### src/rtl/redux_ctrl.sv
// 2x2 image reduction sequencer: reads four source pixels per block from a
// synchronous RAM, averages them (truncating) and writes one destination pixel.
module redux_ctrl #(
  parameter int IMG_W = 8,
  parameter int IMG_H = 8,
  parameter int RD_AW = 6,
  parameter int WR_AW = 4
) (
  input  logic             clk,
  input  logic             rst_n,
  input  logic             start_i,
  output logic             busy_o,
  output logic             done_o,
  output logic             rd_en_o,
  output logic [RD_AW-1:0] rd_addr_o,
  input  logic [7:0]       rd_data_i,
  output logic             wr_en_o,
  output logic [WR_AW-1:0] wr_addr_o,
  output logic [7:0]       wr_data_o,
  input  logic             wr_ready_i
);
  localparam int BW = (IMG_W/2 > 1) ? $clog2(IMG_W/2) : 1;
  localparam int BH = (IMG_H/2 > 1) ? $clog2(IMG_H/2) : 1;

  typedef enum logic [2:0] {S_IDLE, S_FETCH, S_LAST, S_WRITE, S_DONE} state_t;

  state_t          state_q;
  logic [1:0]      k_q;
  logic [BW-1:0]   bcol_q;
  logic [BH-1:0]   brow_q;
  logic [9:0]      sum_q;
  logic            busy_q, done_q, rd_en_q, wr_en_q;
  logic [RD_AW-1:0] rd_addr_q;
  logic [WR_AW-1:0] wr_addr_q;
  logic [7:0]      wr_data_q;

  logic            bcol_wrap, last_blk;
  logic [BW-1:0]   bcol_d;
  logic [BH-1:0]   brow_d;
  logic [9:0]      sum_d;

  // k[1] selects the lower row of the block, k[0] the right column.
  function automatic logic [RD_AW-1:0] src_addr(input logic [BH-1:0] br,
                                                input logic [BW-1:0] bc,
                                                input logic [1:0]    k);
    return RD_AW'(32'({br, k[1]}) * 32'(IMG_W) + 32'({bc, k[0]}));
  endfunction

  always_comb begin
    bcol_wrap = (bcol_q == BW'(IMG_W/2 - 1));
    last_blk  = bcol_wrap && (brow_q == BH'(IMG_H/2 - 1));
    bcol_d    = bcol_wrap ? '0 : bcol_q + 1'b1;
    brow_d    = bcol_wrap ? brow_q + 1'b1 : brow_q;
    sum_d     = sum_q + 10'(rd_data_i);
  end

  always_ff @(posedge clk or negedge rst_n) begin
    if (!rst_n) begin
      state_q   <= S_IDLE;
      k_q       <= '0;
      bcol_q    <= '0;
      brow_q    <= '0;
      sum_q     <= '0;
      busy_q    <= 1'b0;
      done_q    <= 1'b0;
      rd_en_q   <= 1'b0;
      wr_en_q   <= 1'b0;
      rd_addr_q <= '0;
      wr_addr_q <= '0;
      wr_data_q <= '0;
    end else begin
      case (state_q)
        S_IDLE: begin
          if (start_i) begin
            bcol_q    <= '0;
            brow_q    <= '0;
            sum_q     <= '0;
            k_q       <= '0;
            busy_q    <= 1'b1;
            rd_en_q   <= 1'b1;
            rd_addr_q <= src_addr('0, '0, 2'd0);
            state_q   <= S_FETCH;
          end
        end
        S_FETCH: begin
          // rd_data_i carries the read issued in the previous cycle
          if (k_q != 2'd0) sum_q <= sum_d;
          if (k_q == 2'd3) begin
            rd_en_q <= 1'b0;
            k_q     <= '0;
            state_q <= S_LAST;
          end else begin
            k_q       <= k_q + 1'b1;
            rd_addr_q <= src_addr(brow_q, bcol_q, k_q + 1'b1);
          end
        end
        S_LAST: begin
          wr_data_q <= sum_d[9:2];
          wr_addr_q <= WR_AW'(32'(brow_q) * 32'(IMG_W/2) + 32'(bcol_q));
          sum_q     <= '0;
          wr_en_q   <= 1'b1;
          state_q   <= S_WRITE;
        end
        S_WRITE: begin
          if (wr_ready_i) begin
            wr_en_q <= 1'b0;
            bcol_q  <= bcol_d;
            brow_q  <= brow_d;
            if (last_blk) begin
              done_q  <= 1'b1;
              busy_q  <= 1'b0;
              state_q <= S_DONE;
            end else begin
              rd_en_q   <= 1'b1;
              rd_addr_q <= src_addr(brow_d, bcol_d, 2'd0);
              k_q       <= '0;
              state_q   <= S_FETCH;
            end
          end
        end
        S_DONE: begin
          done_q  <= 1'b0;
          state_q <= S_IDLE;
        end
        default: state_q <= S_IDLE;
      endcase
    end
  end

  assign busy_o    = busy_q;
  assign done_o    = done_q;
  assign rd_en_o   = rd_en_q;
  assign rd_addr_o = rd_addr_q;
  assign wr_en_o   = wr_en_q;
  assign wr_addr_o = wr_addr_q;
  assign wr_data_o = wr_data_q;
endmodule
### config.mk
export PLATFORM = sky130hd
export DESIGN_NAME = redux_ctrl
export DESIGN_NICKNAME = d
export VERILOG_FILES = /design/src/rtl/redux_ctrl.sv
export SDC_FILE = /design/constraint.sdc
export NUM_CORES = 1
export LEC_CHECK = 0
export BUFFER_PORTS_ARGS = -buffer_cell sky130_fd_sc_hd__buf_2
export CORE_MARGIN = 2
export CORE_UTILIZATION = 57
export DETAILED_ROUTE_END_ITERATION = 16
export PLACE_DENSITY = 0.85
export SYNTH_ARGS = -nofsm -noshare
export SYNTH_HDL_FRONTEND = slang
export SYNTH_SLANG_ARGS = --single-unit
export TNS_END_PERCENT = 100
### constraint.sdc
create_clock -name clk -period 2.1 [get_ports clk]
set_input_delay 0.315 -clock clk [delete_from_list [all_inputs] [get_ports clk]]
set_output_delay 0.315 -clock clk [all_outputs]
set_load 0.005 [all_outputs]
==> run summary, run 1 <==
The run finished with clean final reports. The basic-gate share of the synthesized area counting and, or, nand and nor cells came out at 18.7%. The buffer depth of the longest clock path is 2. The width of the chip came out at between 60 and 70 um. The number of antenna violations at the first check in global routing is 0.

The overflow left after global routing is 0. After detailed routing, the total wire length is around 4600 um. The die span in y came out at 67.5 um. The class of the tightest hold or removal check is in -> reg.

The DRC violation count after routing is 0. The total standard cell area after synthesis is roughly 2300 um^2. Yosys attributes the largest share of cell area to sky130_fd_sc_hd__dfrtp_1, sky130_fd_sc_hd__ha_1, sky130_fd_sc_hd__nand2_1, sky130_fd_sc_hd__mux2_2, sky130_fd_sc_hd__a21oi_1. The sequential cell area fraction in the yosys report is ~45%. The floorplan has 23 rows. STA classifies the critical path endpoint as a register. The number of setup violations in the final report is 0. The total core area is about 3900 um^2. The worst endpoint required time came out at 2.28 ns.

The source-to-sink clock delay at the later pin of the worst-skew pair is slightly below 0.3 ns. The remaining antenna violation count after routing is 0. IR analysis of the VDD net gives a maximum drop of between 0.0008 and 0.0009 V.

The worst setup path is launched from a register. The worst max-slew margin expressed relative to the limit is a little under three quarters. The post-layout minimum cycle time came out at about 2.0 ns. The net count after synthesis came out at 260.

The synthesized area per cell is between 9 and 10 um^2. Setup repair after global routing left no endpoint under its margin. The final-report hold violation count came to 0. The total power draw is ~0.0035 W. The diode insertion count for antenna repair is 0. After synthesis, the largest family of logic cells by area is simple AND/OR/NAND/NOR gates.

The wire length of the first global-routing pass is a little under 8000 um. For this design the ratio of total power to cell area is roughly 1300 nW/um^2. The clock-pin transition on the worst setup and hold timing paths came out at around 0.070 ns.

The leading cell type in the layout, fill and taps excluded is sky130_fd_sc_hd__dfrtp_1. The initial utilization of the core area, before any placement, comes to between 50% and 60%. The async set-reset flop share out of synthesis came out at 100%. For this run, the number of standard cells in the final layout without fillers is around 320. The initial DRC count came out at roughly 160. The leakage power total is approximately 1.3 nW. The maximum fanout encountered on the critical timing path is 3.

The highest clock rate is between 500 and 600 MHz. The pin count of the biggest net entering global routing is between 40 and 50. The total negative slack for setup checks came out at 0 ns. The depth of the CTS H-tree is 2. The count of mapped cells out of synthesis came out at 235.

The number of inserted filler cells in the final layout is a little over 300. The share of the synthesized area in the top cell type came out at ~45%. The count of different cell masters after synthesis is 49. Among all flip-flop cells after synthesis, the most frequent one is sky130_fd_sc_hd__dfrtp_1.

The worst-case clock skew is roughly 0.0066 ns. For this design the top-level I/O count stands at 34. The slew at the pin with the worst max-slew slack came out at 0.435 ns. In the layout the commonest cells are sky130_fd_sc_hd__dfrtp_1, sky130_fd_sc_hd__nand2_1, sky130_fd_sc_hd__buf_2, sky130_fd_sc_hd__a21oi_1. The area growth from synthesis to final layout is 14.3%. The synthesized netlist devotes a little under a fifth of its cell area to compound gates. After detailed routing, the average wire length per cell comes to approximately 14 um. The library cell contributing the largest single delay on the critical path is sky130_fd_sc_hd__fa_1. The placed wire-length estimate after detailed placement came out at about 3300 um. The longest individual stage delay on the worst path came out at 0.38 ns. The instance count after placement with tap cells included is roughly 320. The number of max-cap violations is 0. The number of buffers added on ports came out at 33. The number of buffers inserted to repair setup after CTS is 0. The final weighted congestion in routability-driven placement came out at about 0.84. The critical path goes through ha_1 > inv_1 > fa_1 > nand2b_1 > a211oi_2 > o21ai_0 > a32o_1. The number of sinks on the clock net came out at 41. The warning count from the yosys run came out at 0. The layout cell share with drive strength beyond 1 is between 20% and 30%. The post-detailed-route via-to-cell ratio is between 5 and 6. Measured against the total synthesized area, the mux share comes to 4.35%. The tree is rooted in a sky130_fd_sc_hd__clkbuf_8. The number of detailed-routing iterations run before antenna repair came out at 4. TritonCTS built the clock tree. Of the available clock period, the critical path in the final layout requires 94.2%.

The end-of-flow core utilization came out at about two thirds. The worst setup path is of the reg -> reg kind. The via count of the routed design is ~1.9k. Of all cell types, the one taking the most synthesized area is sky130_fd_sc_hd__dfrtp_1. The overall global routing resource usage came out at between 20% and 30%. The count of state elements after synthesis came out at a little over 40. The net count of the finished layout is ~300.

The area of the die came out at about 4600 um^2. The critical path data arrival time is ~2.2 ns. The number of buffers added by the clock tree synthesis step came out at 5.

The via count of the first global-routing pass came out at 1807. Of the total synthesized cell area, the portion taken by full adders, half adders and majority gates is approximately 7.4%. The number of enable-type register cells in the synthesized netlist came out at 0. The xor and xnor fraction of the mapped netlist area came out at about 1.9%.

The max-slew violation count is 0.
[Yosys cell counts (all sizes together) (2+ instances only)]
cell type,count
dfrtp,41
nand2,36
a21oi,13
ha,12
o21ai,12
nor2,11
inv,10
mux2,8
nand3,8
a21o,7
buf,7
a211oi,5
a22o,5
nor3,5
clkbuf,4
o31ai,4
or3b,4
or4,4
nand2b,3
nand4,3
o211ai,3
or3,3
xor2,3
a31o,2
a32o,2
and2,2
o2111ai,2
xnor2,2
[layer usage]
layer,vias to the layer above,wire [um],global-route usage (%)
li1,931,-,-
met1,895,2030,28.6
met2,57,2290,38.5
met3,8,196,4.67
met4,0,65,8.16
met5,-,0,0
[metrics by stage]
stage	hold WS [ns]	instance area (um^2)	worst slack (ns)
2_1_floorplan	0.0194	2300	0.298
3_3_place_gp	0.304	2540	0.142
6_report	0.374	2630	0.122
4_1_cts	0.364	2620	0.119
3_5_place_dp	0.306	2540	0.0734
5_1_grt	0.397	2630	0.0121
[worst max-delay path, delay by kind of cell (launching register included)]
family | cells | cell delay (ns)
flip-flops | 1 | 0.35
AO/OA/AOI/OAI | 3 | 0.66
adder cells (fa/ha/maj) | 2 | 0.57
AND/OR/NAND/NOR | 1 | 0.22
buffers and inverters | 1 | 0.06
[path summary, 6_finish.rpt]
check,startpoint,endpoint,slack (ns),cells after the start
setup / recovery,sum_q[0]$_DFFE_PN0P_,sum_q[6]$_DFFE_PN0P_,0.12,7
setup reg to reg,sum_q[0]$_DFFE_PN0P_,sum_q[6]$_DFFE_PN0P_,0.12,7
hold reg to reg,wr_addr_o[2]$_DFFE_PN0P_,wr_addr_o[2]$_DFFE_PN0P_,0.47,2
min in group asynchronous,rst_n,sum_q[1]$_DFFE_PN0P_,0.52,3
max in group asynchronous,rst_n,state_q[2]$_DFFE_PN0P_,1.37,3
hold / removal,wr_ready_i,wr_en_o$_DFFE_PN0P_,0.37,4
[cell type report]
class                           instances  area [um^2]  share of cell area, %
Clock buffer                            5         68.8                   2.62
Inverter                               10         37.5                   1.43
Sequential cell                        41         1030                   39.0
Timing Repair Buffer                   43          255                   9.71
Multi-Input combinational cell        173         1170                   44.6
Tap cell                               50         62.6                   2.38
Clock inverter                          1         5.00                  0.190
[report_power, final]
| group | switching [W] | internal, W |
|---|---|---|
| clock network | 0.000247 | 0.000219 |
| registers | 0.000196 | 0.00107 |
| logic | 0.000938 | 0.000811 |
[registers in the layout, indices dropped and copies added, names as in the netlist, 2 cells and up]
register,cells
sum_q,10
wr_data_o,8
rd_addr_o,6
wr_addr_o,4
state_q,3
bcol_q,2
brow_q,2
k_q,2
[cell families after synthesis]
family	Yosys count
and+or+nand+nor	84
AOI/OAI and AO/OA	62
DFF	41
buffers and inverters	21
adders and majority gates	13
muxes	9
xor gates and xnor gates	5
[timing repair]
| item | in CTS | in global routing |
|---|---|---|
| hold endpoints to repair | 30 | 0 |
| gates resized for setup | 0 | 1 |
| endpoints found under the setup margin | 0 | 2 |
| hold buffers | 1 | 0 |
No activity file was read; power rests on OpenSTA's default activity.
==> inputs of run 2 (changes only) <==
--- a/config.mk
+++ b/config.mk
@@ -9,7 +9,7 @@
 export CORE_MARGIN = 2
 export CORE_UTILIZATION = 57
 export DETAILED_ROUTE_END_ITERATION = 16
-export PLACE_DENSITY = 0.85
+export PLACE_DENSITY = 0.8
 export SYNTH_ARGS = -nofsm -noshare
 export SYNTH_HDL_FRONTEND = slang
 export SYNTH_SLANG_ARGS = --single-unit
==> run 2 against run 1 <==
Combinational power about the same. Clock power is essentially flat. Global-route usage increased by 0.73 points. Critical path depth did not move. Final cell count is 0.31% lower. Core utilization down 0.19 points. Clock skew fell by 0.00085 ns. Critical endpoint unchanged. Highest routed layer unchanged.
==> run summary, run 2 (synthesized netlist as in run 1, its figures left out) <==
The run finished with clean final reports. The path class of the tightest hold or removal check is in -> reg. The total placed instance area came out at 2530 um^2.

In this run the clock root is driven by a sky130_fd_sc_hd__clkbuf_8. The number of nets in the layout is roughly 300. In this run the most critical hold path is launched from start_i. The number of sinks on the clock net is a little over 40.

Summed over all layers, the global routing overflow is 0. The category of cells accounting for the largest share of critical-path delay is compound AO/OA/AOI/OAI gates. The total negative slack for setup checks came out at 0 ns. The final-report hold violation count is 0.

The DRC violation count after routing came out at 0. The worst-case clock skew is between 0.005 and 0.006 ns. The beginning of the worst register-to-register path is sum_q[0]$_DFFE_PN0P_. The net switching power is ~0.0014 W. The register with the most flip-flops in the layout has 10 of them. The worst reg2reg path depth is 7. Once detailed placement completed, the half-perimeter wirelength came to between 3000 and 4000 um. The clock-pin transition on the worst setup and hold timing paths came out at ~0.070 ns. 0 antenna diodes ended up in the layout. In the final layout, the share of cells above drive strength 1 is between 20% and 30%. Along the worst path, the maximum fanout reaches 3. The number of setup violations in the final report came out at 0.

The start-to-end type of the worst setup path is reg -> reg. In this run the standard cell core region covers between 3000 and 4000 um^2. The final weighted congestion in routability-driven placement came out at 0.859. The via count of the routed design is 1926.

The CTS tree is yes. The cell area after layout is ~2600 um^2. The number of buffers and inverters on the critical path came out at 1. The critical path data arrival time is 2.15 ns.

Setup repair after global routing left no endpoint under its margin. The max-slew violation count was 0. The width of the chip is slightly below 70 um. Leaving out fill and tap cells, the most frequent cell in the layout is sky130_fd_sc_hd__dfrtp_1. The via count of the first global-routing pass came out at 1780.

The buffer depth of the longest clock path is 2. The row count is 23. The number of max-cap violations came out at 0. The depth of the CTS H-tree came out at 2.

The worst endpoint required time came out at around 2.3 ns. The number of buffers inserted to repair setup after CTS came out at 0. The number of antenna violations at the first check in global routing came to 0. The remaining antenna violation count after routing is 0. Ranked by flip-flop count, first place goes to sum_q. The clock network fraction of total power came out at ~14%. The clock reaches the later pin of the worst-skew pair after a little under 0.3 ns.

The overall global routing resource usage is 23.4%. IR analysis of the VDD net gives a maximum drop of around 0.00074 V. The end-of-flow core utilization is 66.5%.

The power share of the sequential group is 36.5%. The floorplan step defined a die boundary enclosing ~4600 um^2. Leaving out fill and tap cells, the most frequent cells in the layout are sky130_fd_sc_hd__dfrtp_1, sky130_fd_sc_hd__nand2_1, sky130_fd_sc_hd__buf_2, sky130_fd_sc_hd__a21oi_1. The share of total power dissipated in combinational logic is around half.

The highest clock rate is between 500 and 600 MHz. Walking the worst path, the cells encountered are ha_1 > inv_1 > fa_1 > nand2b_1 > a211oi_1 > o21ai_0 > a32o_1. The register-to-register path setup slack is around 0.13 ns. Clock tree synthesis inserted a total of 5 buffers. Compared with the post-synthesis result, the final layout area differs by 14.0%. The final routed wire length divided by cell count is between 10 and 15 um. The boundary pin count came out at 34. The internal power of the cells totals between 0.002 and 0.0025 W. The worst pin sits at a relative slew slack of 66.9%. The leakage power total is about 1.3 nW.

The number of buffers added on ports is 33. The number of detailed-routing iterations run before antenna repair is 4. The hold path depth came out at 3. The initial DRC count came out at roughly 110. Entering global routing, the biggest net connects 22 pins. The routed wire length is around 4700 um. The end point of the worst hold path is busy_o$_DFFE_PN0P_. The number of inserted filler cells in the final layout is between 300 and 400. The critical path capture point type is a register.

The category of the worst setup path launch point is a register. In this run the critical register-to-register path is captured at sum_q[6]$_DFFE_PN0P_. At the pin with the least slew margin, the transition time is just under 0.5 ns. The starting utilization of the core area came out at about three fifths.

The library cell contributing the largest single delay on the critical path is sky130_fd_sc_hd__fa_1. The largest single stage delay on the critical path is ~0.40 ns. The post-layout minimum cycle time came out at about 2 ns. The post-detailed-route via-to-cell ratio came out at approximately 6.0.

In this run the vertical extent of the chip is ~68 um. The final worst-path cycle share came out at between 90% and 100%. The wire length of the first global-routing pass came out at a little under 8000 um. The switching part of the total is 39.9%. The total power draw is 0.00346 W.

The power per standard cell area is between 1000 and 1500 nW/um^2.
run 2: changes by cell type in the layout (fill, tap and decap cells not counted), sizes merged:
cell and delta:
buf -1
run 2: worst max path at each step:
stage | endpoint | slack, ns | from | cells past startpoint
2_1_floorplan | sum_q[6]$_DFFE_PN0P_ | 0.30 | sum_q[0]$_DFFE_PN0P_ | 7
3_3_place_gp | sum_q[6]$_DFFE_PN0P_ | 0.14 | rd_data_i[0] | 8
3_5_place_dp | wr_data_o[6]$_DFFE_PN0P_ | 0.07 | rd_data_i[0] | 8
4_1_cts | sum_q[8]$_DFFE_PN0P_ | 0.12 | sum_q[0]$_DFFE_PN0P_ | 7
5_1_grt | sum_q[6]$_DFFE_PN0P_ | 0.003 | sum_q[0]$_DFFE_PN0P_ | 7
6_report | sum_q[6]$_DFFE_PN0P_ | 0.13 | sum_q[0]$_DFFE_PN0P_ | 7
run 2: timing repair:
| item | CTS | global route |
|---|---|---|
| setup endpoints to repair | 0 | 2 |
| hold endpoints to repair | 20 | 0 |
| hold buffers | 1 | 0 |
| gates resized for setup | 0 | 1 |
run 2: worst reg2reg max path, delay by kind of cell (launching register included):
kind	cells	cell delay, ns
flops	1	0.35
buf+inv	1	0.06
simple gates	1	0.21
compound gates	3	0.65
fa+ha+maj	2	0.59
run 2: layout make-up:
cell class / instances / area [um^2] / share of cell area [%]
clock buffer: 5 / 68.8 / 2.63
clock inverter: 1 / 5.00 / 0.191
inverter: 10 / 37.5 / 1.43
multi-input combinational: 173 / 1170 / 44.7
sequential: 41 / 1030 / 39.2
tap: 50 / 62.6 / 2.39
timing repair buffer: 42 / 248 / 9.46
run 2: per-stage QoR:
| stage | hold slack [ns] | worst slack, ns | cells |
|---|---|---|---|
| after detailed placement | 0.310 | 0.0723 | 315 |
| after CTS | 0.365 | 0.123 | 322 |
| after global routing | 0.385 | 0.00329 | 322 |
| after global placement | 0.306 | 0.137 | 315 |
| after floorplan | 0.0194 | 0.298 | 235 |
| final | 0.377 | 0.133 | 322 |
run 2: routing by layer:
layer	share of wire [%]	track usage [%]	vias to the layer above
li1	-	-	925
met1	41	28.8	935
met2	51	38.2	60
met3	6.0	6.67	6
met4	1.5	10.5	0
met5	0	0	-
run 2: power groups by stage:
stage                     clock, W  sequential (W)  combinational [W]
after global placement           0         0.00127            0.00166
after CTS                 0.000479         0.00127            0.00173
after global routing      0.000521         0.00130            0.00194
final                     0.000469         0.00126            0.00173
after floorplan                  0         0.00123            0.00130
after detailed placement         0         0.00128            0.00171
==> inputs of run 3 (changes only) <==
--- a/config.mk
+++ b/config.mk
@@ -7,9 +7,9 @@
 export LEC_CHECK = 0
 export BUFFER_PORTS_ARGS = -buffer_cell sky130_fd_sc_hd__buf_2
 export CORE_MARGIN = 2
-export CORE_UTILIZATION = 57
+export CORE_UTILIZATION = 31
 export DETAILED_ROUTE_END_ITERATION = 16
-export PLACE_DENSITY = 0.8
+export SKIP_LAST_GASP = 1
 export SYNTH_ARGS = -nofsm -noshare
 export SYNTH_HDL_FRONTEND = slang
 export SYNTH_SLANG_ARGS = --single-unit
==> run 3 against run 2 <==
Clock-buffer cell count up 2. Die area up 78%. Flip-flop and latch count did not move. Via count is 0.88% lower.
==> run summary, run 3 (synthesized netlist as in run 1, its figures left out) <==
The amount of wire on met3 after detailed routing came out at around 220 um. The max-slew violation count is 0. The die span in y is between 90 and 100 um. The register-to-register path setup slack came out at ~0.14 ns. The layout cell share with drive strength beyond 1 is between 20 and 25%.

The area growth from synthesis to final layout came out at 18.4%. Summed over all layers, the routed wires come to about 5200 um. The instance count after placement with tap cells included came out at about 370. The clock passes through at most 2 buffers. The worst register-to-register path begins at sum_q[1]$_DFFE_PN0P_. The tree is rooted in a sky130_fd_sc_hd__clkbuf_8. The source-to-sink clock delay at the later pin of the worst-skew pair is 0.30 ns. Of all nets on the critical path, the largest fanout is 4. The H-tree was split into 2 levels. The number of nets in the layout is between 200 and 300.

The critical path capture point type is a register. The overflow left after global routing is 0. The wire-length estimate of the detail-placed layout is around 3700 um. The count of placed standard cells in the final layout, fillers left out came out at 374. In this run the worst hold path is classified as in -> async. The clock-pin transition on the worst setup and hold timing paths came out at approximately 0.080 ns.

In the global route stage, overall resource usage came out at 13.3%. The DRC violation count after routing came out at 0. The final-report hold violation count came out at 0. The wire length of the first global-routing pass is 8780 um. The via count of the routed design is ~1.9k.

The worst max-slew margin expressed relative to the limit is 64.1%. The total core area came out at ~7200 um^2. For this design the ratio of total power to cell area is between 1000 and 1500 nW/um^2.

Setup repair after global routing left no endpoint under its margin. The number of flip-flops under the largest register name is 10. At the worst endpoint, the arrival time is ~2.2 ns. The routed length on met1 is 2450 um. The leading cell type in the layout, fill and taps excluded is sky130_fd_sc_hd__dfrtp_1. The final worst-path cycle share is between 90% and 100%. The worst-case clock skew is between 0.01 and 0.015 ns. Dividing the detail-routed wire length by the instance count gives 13.8 um. The critical path is of the reg -> reg type. The number of max-cap violations is 0.

The row count is 31. The width of the chip came out at 90.1 um. The worst endpoint required time is ~2.3 ns. The number of sinks on the clock net came out at around 40. The storage element area is approximately 1000 um^2. In the routed layout, each cell is associated on average with a via count of between 5 and 6. The worst reg2reg path depth came out at 5.

For this design the top-level I/O count stands at 34. The number of buffers inserted to repair setup after CTS came out at 0. TritonCTS built the clock tree.

The total negative slack for setup checks came out at 0 ns. The number of antenna violations at the first check in global routing was 0. The multi-input logic area is 1180 um^2.

The number of buffers added by the clock tree synthesis step is 5. In this run the top signal layer used is met4. The diode insertion count for antenna repair came out at 0. The detailed router finished its first iteration with between 70 and 80 violations. The number of buffers added on ports came out at 33.

The slew at the pin with the worst max-slew slack is roughly 0.54 ns. Setup violations remaining at the end of the flow were counted as 0. The post-layout minimum cycle time came out at about 2.0 ns.

STA classifies the critical path startpoint as a register. The largest register by flop count is sum_q. The pin count of the biggest net entering global routing is 42. In this run the critical register-to-register path is captured at wr_data_o[7]$_DFFE_PN0P_. Routability-driven placement finished with a final weighted congestion of 0.834. The number of inserted filler cells in the final layout came out at ~760. The met2 wirelength from detailed routing is approximately 2400 um. The flow ran to the end, and the final reports show no timing, DRC or antenna violations.

The analysis attributes to cell leakage a power of between 1 and 1.5 nW. The library cells used most frequently in the layout, excluding fill and tap cells, are sky130_fd_sc_hd__dfrtp_1, sky130_fd_sc_hd__nand2_1, sky130_fd_sc_hd__buf_2, sky130_fd_sc_hd__a21oi_1. The remaining antenna violation count after routing came out at 0.

VDD sags by at most around 0.00052 V. The highest clock rate came out at approximately 500 MHz. The number of detailed-routing iterations run before antenna repair is 4. The area of the die came out at just over 8000 um^2. The starting utilization of the core area came out at 31.9%. The via count of the first global-routing pass came to 1822.
-- run 3: cell types whose count changed in the layout (fill, tap and decap cells not counted), sizes merged --
cell | previous run | this run
buf | 41 | 43
bufinv | 0 | 1
clkbuf | 5 | 7
clkinv | 1 | 0
dlygate4sd3 | 1 | 0
-- run 3: critical path, cell delays in order (launching register included) --
cell and delay, ns:
sky130_fd_sc_hd__dfrtp_1 0.41, sky130_fd_sc_hd__ha_1 0.30, sky130_fd_sc_hd__a211oi_1 0.43, sky130_fd_sc_hd__nor3_1 0.17, sky130_fd_sc_hd__or4_1 0.48, sky130_fd_sc_hd__nand3_1 0.09
-- run 3: final cells by class --
class | instances | share of cell area, %
clock buffers | 7 | 3.17
clock inverters | 1 | 1.10
inverters | 10 | 1.38
multi-input cells | 173 | 43.3
flip-flops and latches | 41 | 37.7
well taps | 99 | 4.55
repair buffers | 43 | 8.83
-- run 3: layer usage --
metal	track usage, %	up-vias
met5	0	-
met4	4.10	0
met3	3.02	9
met2	21.6	51
met1	17.7	920
li1	-	929
-- run 3: worst max-delay path by stage --
stage,startpoint,to,slack [ns]
floorplan,sum_q[0]$_DFFE_PN0P_,sum_q[6]$_DFFE_PN0P_,0.30
global placement,rd_data_i[0],sum_q[8]$_DFFE_PN0P_,0.13
detailed placement,rd_data_i[0],sum_q[8]$_DFFE_PN0P_,0.09
CTS,sum_q[0]$_DFFE_PN0P_,sum_q[8]$_DFFE_PN0P_,0.06
global route,sum_q[0]$_DFFE_PN0P_,sum_q[6]$_DFFE_PN0P_,0.02
finish,sum_q[1]$_DFFE_PN0P_,wr_data_o[7]$_DFFE_PN0P_,0.14
-- run 3: timing repair --
item,CTS,global route
endpoints found under the hold margin,0,0
hold buffers,0,0
gates resized for setup,0,2
setup endpoints to repair,0,3
-- run 3: power breakdown --
part           total [W]  switching, W  internal [W]
Combinational    0.00179      0.000982      0.000810
Sequential       0.00126      0.000191       0.00107
Clock           0.000662      0.000275      0.000388
-- run 3: through the flow --
stage	hold WS (ns)	power [W]	instance area, um^2	utilization, %	setup WS, ns
after floorplan	0.0194	0.00252	2300	-	0.298
after detailed placement	0.422	0.00304	2590	36.0	0.0895
after global placement	0.417	0.00301	2590	36.0	0.134
after CTS	0.102	0.00372	2710	37.6	0.0574
final	0.0748	0.00371	2720	37.7	0.139
after global routing	0.131	0.00402	2720	37.7	0.0198
